===== src/rtl/shift_ctrl_pkg.sv =====
// shift_ctrl_pkg: shared FSM state encoding and default SIZE/DIV for shift_ctrl
package shift_ctrl_pkg;
   localparam int SIZE_DEF = 8;
   localparam int DIV_DEF = 4;
   typedef enum logic [1:0] {IDLE, LOAD, SHIFT, DONE} state_t;
endpackage


===== src/rtl/shift_ctrl_bit_tick_gen.sv =====
// bit_tick_gen: DIV-cycle prescaler; ports clk, rst, clr (restart count), en (count), tick (pulse on DIV-th enabled cycle)
module bit_tick_gen #(
   parameter int DIV = 4
) (
   input  logic clk,
   input  logic rst,
   input  logic clr,
   input  logic en,
   output logic tick
);
   localparam int W = DIV > 1 ? $clog2(DIV) : 1;
   logic [W-1:0] cnt;
   assign tick = en && cnt == W'(DIV - 1);
   always_ff @(posedge clk)
      if (rst || clr) cnt <= '0;
      else if (en) cnt <= tick ? '0 : cnt + 1'b1;
endmodule


===== src/rtl/shift_ctrl.sv =====
// shift_ctrl: word-to-shift-register sequencer (IDLE/LOAD/SHIFT/DONE) issuing Load, DIV-spaced Shift strobes and Done.
// Ports: Clk, Rst (sync, active high), Valid/Data/Ready upstream handshake; Load, Shift, DataOut to the shift register;
// Busy while serialising, Done one-cycle end-of-word pulse. Macro SHIFT_CTRL_BUF_EN adds a one-word holding buffer.
module shift_ctrl
   import shift_ctrl_pkg::*;
#(
   parameter int SIZE = SIZE_DEF,
   parameter int DIV = DIV_DEF
) (
   input  logic            Clk,
   input  logic            Rst,
   input  logic            Valid,
   input  logic [SIZE-1:0] Data,
   output logic            Ready,
   output logic            Load,
   output logic            Shift,
   output logic [SIZE-1:0] DataOut,
   output logic            Busy,
   output logic            Done
);
   localparam int BW = $clog2(SIZE + 1);
   state_t state;
   logic [BW-1:0] bits;
   logic accept, tick, en, go_load, last;
   assign accept = Valid && Ready;
   assign last = bits == BW'(SIZE);
   // the prescaler runs from LOAD onward so the first Shift lands DIV cycles after Load
   assign en = state == LOAD || (state == SHIFT && !last);
`ifdef SHIFT_CTRL_BUF_EN
   logic [SIZE-1:0] buf_word;
   logic buf_full, drain, store, full_next;
   // an idle drain covers a word buffered during the final DONE cycle
   assign drain = buf_full && (state == IDLE || state == DONE);
   assign go_load = drain || (accept && state == IDLE);
   assign store = accept && state != IDLE;
   assign full_next = store || (buf_full && !drain);
`else
   assign go_load = accept && state == IDLE;
`endif
   bit_tick_gen #(.DIV(DIV)) u_tick (
      .clk  (Clk),
      .rst  (Rst),
      .clr  (go_load),
      .en   (en),
      .tick (tick)
   );
   always_ff @(posedge Clk) begin
      if (Rst) begin
         state <= IDLE;
         Ready <= 1'b1;
         Load <= 1'b0;
         Shift <= 1'b0;
         Busy <= 1'b0;
         Done <= 1'b0;
         DataOut <= '0;
         bits <= '0;
`ifdef SHIFT_CTRL_BUF_EN
         buf_word <= '0;
         buf_full <= 1'b0;
`endif
      end else begin
         Load <= go_load;
         Shift <= tick;
         Done <= state == SHIFT && last;
         Busy <= go_load || state == LOAD || (state == SHIFT && !last);
         bits <= go_load ? '0 : bits + BW'(tick);
`ifdef SHIFT_CTRL_BUF_EN
         Ready <= !full_next;
         buf_full <= full_next;
         if (store) buf_word <= Data;
         if (go_load) DataOut <= drain ? buf_word : Data;
`else
         Ready <= !go_load && (state == IDLE || state == DONE);
         if (go_load) DataOut <= Data;
`endif
         if (go_load) state <= LOAD;
         else
            case (state)
               LOAD:    state <= SHIFT;
               SHIFT:   state <= last ? DONE : SHIFT;
               default: state <= IDLE;
            endcase
      end
   end
endmodule


===== config.mk =====
export PLATFORM = sky130hd
export DESIGN_NAME = shift_ctrl
export DESIGN_NICKNAME = d
export VERILOG_FILES = /design/src/rtl/shift_ctrl_pkg.sv /design/src/rtl/shift_ctrl_bit_tick_gen.sv /design/src/rtl/shift_ctrl.sv
export SDC_FILE = /design/constraint.sdc
export NUM_CORES = 1
export LEC_CHECK = 0
export CORE_MARGIN = 5
export CORE_UTILIZATION = 47
export CTS_BUF_LIST = sky130_fd_sc_hd__clkbuf_8
export DETAILED_ROUTE_END_ITERATION = 8
export PLACE_DENSITY = 0.78
export SYNTH_ARGS = -nofsm -noshare
export SYNTH_HDL_FRONTEND = slang
export SYNTH_SLANG_ARGS = --single-unit

===== constraint.sdc =====
create_clock -name Clk -period 2.2 [get_ports Clk]
set_input_delay 0.44 -clock Clk [delete_from_list [all_inputs] [get_ports Clk]]
set_output_delay 0.44 -clock Clk [all_outputs]
set_load 0.01 [all_outputs]

==> insert_results.sql <==
INSERT INTO impl_metrics (metric_group, metric, value, unit) VALUES
('finish', 'layout.cells.most_common_list', 'sky130_fd_sc_hd__clkdlybuf4s50_1 (23), sky130_fd_sc_hd__dfxtp_1 (21), sky130_fd_sc_hd__a22o_1 (8), sky130_fd_sc_hd__ha_1 (7), sky130_fd_sc_hd__and2_1 (5)', ''),
('global_route', 'globalRouteOverflowTotal', '0', ''),
('outcome', 'status', 'complete, no violations', ''),
('floorplan', 'floorplan.initialDensity', '0.508', ''),
('worst_setup_path', 'reg2reg_setup_slack', '180', 'ps'),
('sta', 'grt_setup_unrepaired', 'no', ''),
('finish', 'layout.nets', '113', ''),
('placement', 'total_placed_instance_area', '1040', 'sq um'),
('logic_synthesis', 'synth-seq-cells', '21', ''),
('pwr', 'power_density', '745', 'nW/um^2'),
('floorplan', 'io_pins', '24', ''),
('logic_synthesis', 'synth_nets', '85', ''),
('worst_setup_path', 'cp.arrival', '2180', 'ps'),
('clocking', 'cts_repair_resize_count', '0', ''),
('sta', 'final_max_slew_viol_count', '0', ''),
('placement', 'globalplace.congestion', '0.723', ''),
('finish', 'commonest_non_fill_non_tap_cell_in_the_layout', 'sky130_fd_sc_hd__clkdlybuf4s50_1', ''),
('logic_synthesis', 'synth_top_area_share', '0.537', ''),
('placement', 'sum_of_net_half_perimeters_after_detailed_placement', '1130', 'microns'),
('detailed_routing', 'drt_iter0_drc', '3', ''),
('sta', 'setup_viol_count_final', '0', ''),
('sta', 'final.min_clock_period', '2020', 'ps'),
('detailed_routing', 'finalWirelength', '1530', 'microns'),
('worst_setup_path', 'crit_path_start_kind', 'flop', ''),
('sta', 'fmaxAchievable', '495', 'MHz'),
('finish', 'antenna_cells', '0', ''),
('global_route', 'overall_global_routing_usage', '0.127', ''),
('sta', 'worst_margin_pin_slew', '290', 'ps'),
('clocking', 'clock_tree.buffer_depth', '2', ''),
('worst_hold_path', 'min_path_type', 'flop to flop', ''),
('clocking', 'clk-insertion-delay-late', '260', 'ps'),
('logic_synthesis', 'synthTopCellsByArea', 'sky130_fd_sc_hd__dfxtp_1 (54%), sky130_fd_sc_hd__ha_1 (11%), sky130_fd_sc_hd__a22o_1 (8.9%)', ''),
('detailed_routing', 'routed_via_density', '5.10', ''),
('flow_run', 'timing.max_cap.violations', '0', ''),
('sta', 'timing.final.hold_violations', '0', ''),
('finish', 'drive_above_1_share', '0.117', ''),
('pwr', 'worst_ir_drop_vdd', '0.000390', 'V'),
('clocking', 'htreeDepth', '1', ''),
('clocking', 'path_clk_slew', '70', 'ps'),
('floorplan', 'die_area', '2580', 'sq um'),
('floorplan', 'die_h', '50.8', 'microns'),
('clocking', 'clk_root_buffer_cell', 'sky130_fd_sc_hd__clkbuf_8', ''),
('detailed_routing', 'detailedRoute.firstPassIterationCount', '2', ''),
('clocking', 'tritoncts', 'yes', ''),
('finish', 'design_area', '1090', 'sq um'),
('floorplan', 'core_area', '1540', 'sq um'),
('worst_setup_path', 'critical_path.endpoint_type', 'flop', ''),
('sta', 'finalCritPeriodShare', '0.918', ''),
('logic_synthesis', 'seq_area_frac_synth', '0.537', ''),
('worst_setup_path', 'critPathKind', 'flop to flop', ''),
('pwr', 'power.leakage', '0.464', 'nW'),
('finish', 'syn2layout_area_growth', '38.8', '%'),
('floorplan', 'die_width', '50.8', 'microns'),
('placement', 'numPortBuffers', '23', ''),
('logic_synthesis', 'yosysWarnings', '0', ''),
('logic_synthesis', 'syn_area', '783', 'sq um'),
('detailed_routing', 'detail_route.wl_per_cell', '13.9', 'microns'),
('global_route', 'grt_start_max_net_pins', '18', ''),
('logic_synthesis', 'synth_cell_types', '21', ''),
('detailed_routing', 'antenna_violating_nets_post_route', '0', ''),
('floorplan', 'rows', '14', ''),
('global_route', 'vias_in_the_first_global_route', '585', ''),
('finish', 'finish.utilization', '0.705', ''),
('logic_synthesis', 'syn-instance-count', '67', ''),
('logic_synthesis', 'synth_top_cell_by_area', 'sky130_fd_sc_hd__dfxtp_1', ''),
('global_route', 'grt_pass1_wl', '2480', 'microns'),
('sta', 'slew_headroom', '0.806', ''),
('global_route', 'antenna_violations_before_repair', '0', ''),
('detailed_routing', 'route.detailed.drc', '0', ''),
('logic_synthesis', 'postSynthAreaPerCell', '11.7', 'sq um'),
('clocking', 'cts_setup_buffers', '0', ''),
('worst_setup_path', 'timing.critical_path.required', '2360', 'ps'),
('clocking', 'numClockSinks', '21', ''),
('clocking', 'hold_buffers', '0', ''),
('detailed_routing', 'dr_total_vias', '561', ''),
('worst_setup_path', 'crit_fanout', '5', ''),
('sta', 'fin_tns_setup', '0', 'ps'),
('clocking', 'numCtsBuffers', '3', ''),
('sta', 'worst_clock_skew', '1.34', 'ps');
flip-flops by register name, indices dropped and copies added, names as in the netlist:
register / cells
DataOut: 8
u_tick.cnt: 2
Shift: 1
Busy: 1
Done: 1
Load: 1
bits: 4
state: 2
Ready: 1
through the flow:
stage | cells | total power [mW] | hold slack, ps | setup WS (ps)
final | 110 | 0.810 | 468 | 179
after global routing | 110 | 0.852 | 506 | 91.9
after CTS | 110 | 0.819 | 475 | 175
after detailed placement | 106 | 0.575 | 465 | 203
after global placement | 106 | 0.571 | 457 | 261
after floorplan | 67 | 0.495 | 442 | 306
final cells by class:
cell class	instances	area [sq um]
clock buffers	3	41.3
clock inverters	1	5.00
fillers	122	454
inverters	2	7.51
multi-input cells	42	348
flip-flops and latches	21	420
well taps	16	20.0
repair buffers	25	245
cells in the mapped netlist, drive strengths merged:
master  count
dfxtp      21
a22o        8
ha          7
and2        5
nand2       4
nor2        3
a21oi       2
clkbuf      2
inv         2
mux2i       2
nand3       2
nor3b       2
a31oi       1
nor2b       1
nor3        1
or2         1
or4b        1
xnor2       1
xor2        1
kinds of logic (layout without fill, tap and decap cells):
group	after synthesis	count (layout)	share of synthesized area
muxes	2	2	0.0256
buffers and inverters	4	31	0.0192
adders and majority gates	7	7	0.112
DFF	21	21	0.537
and+or+nand+nor	20	20	0.152
xor gates and xnor gates	2	2	0.0224
AOI/OAI and AO/OA	11	11	0.133
critical path, stage by stage, from the launching register on:
cell,delay (ps)
sky130_fd_sc_hd__dfxtp_1,330
sky130_fd_sc_hd__or4b_4,580
sky130_fd_sc_hd__a21oi_4,250
sky130_fd_sc_hd__nor2b_1,90
sky130_fd_sc_hd__ha_1,200
sky130_fd_sc_hd__ha_1,190
sky130_fd_sc_hd__xor2_1,140
sky130_fd_sc_hd__and2_1,150
worst paths after layout:
kind	from	depth (start not counted)	end
worst max-delay path	bits[1]	7	bits[2]
worst max register to register	bits[1]	7	bits[2]
worst min-delay path	u_tick.cnt[1]	2	u_tick.cnt[1]
worst min register to register	u_tick.cnt[1]	2	u_tick.cnt[1]
where the power goes:
part	switching, mW	leakage (nW)	internal (mW)
Clock	0.119	0.0255	0.126
Sequential	0.0146	0.171	0.407
Combinational	0.0611	0.267	0.0816
per-layer routing:
metal	part of all wire	vias up	global-route usage
li1	-	284	-
met3	0.059	2	0.0378
met4	0.010	0	0.0894
met5	0	-	0
met1	0.42	263	0.134
met2	0.51	12	0.215
Power figures use the tool's default switching activity.
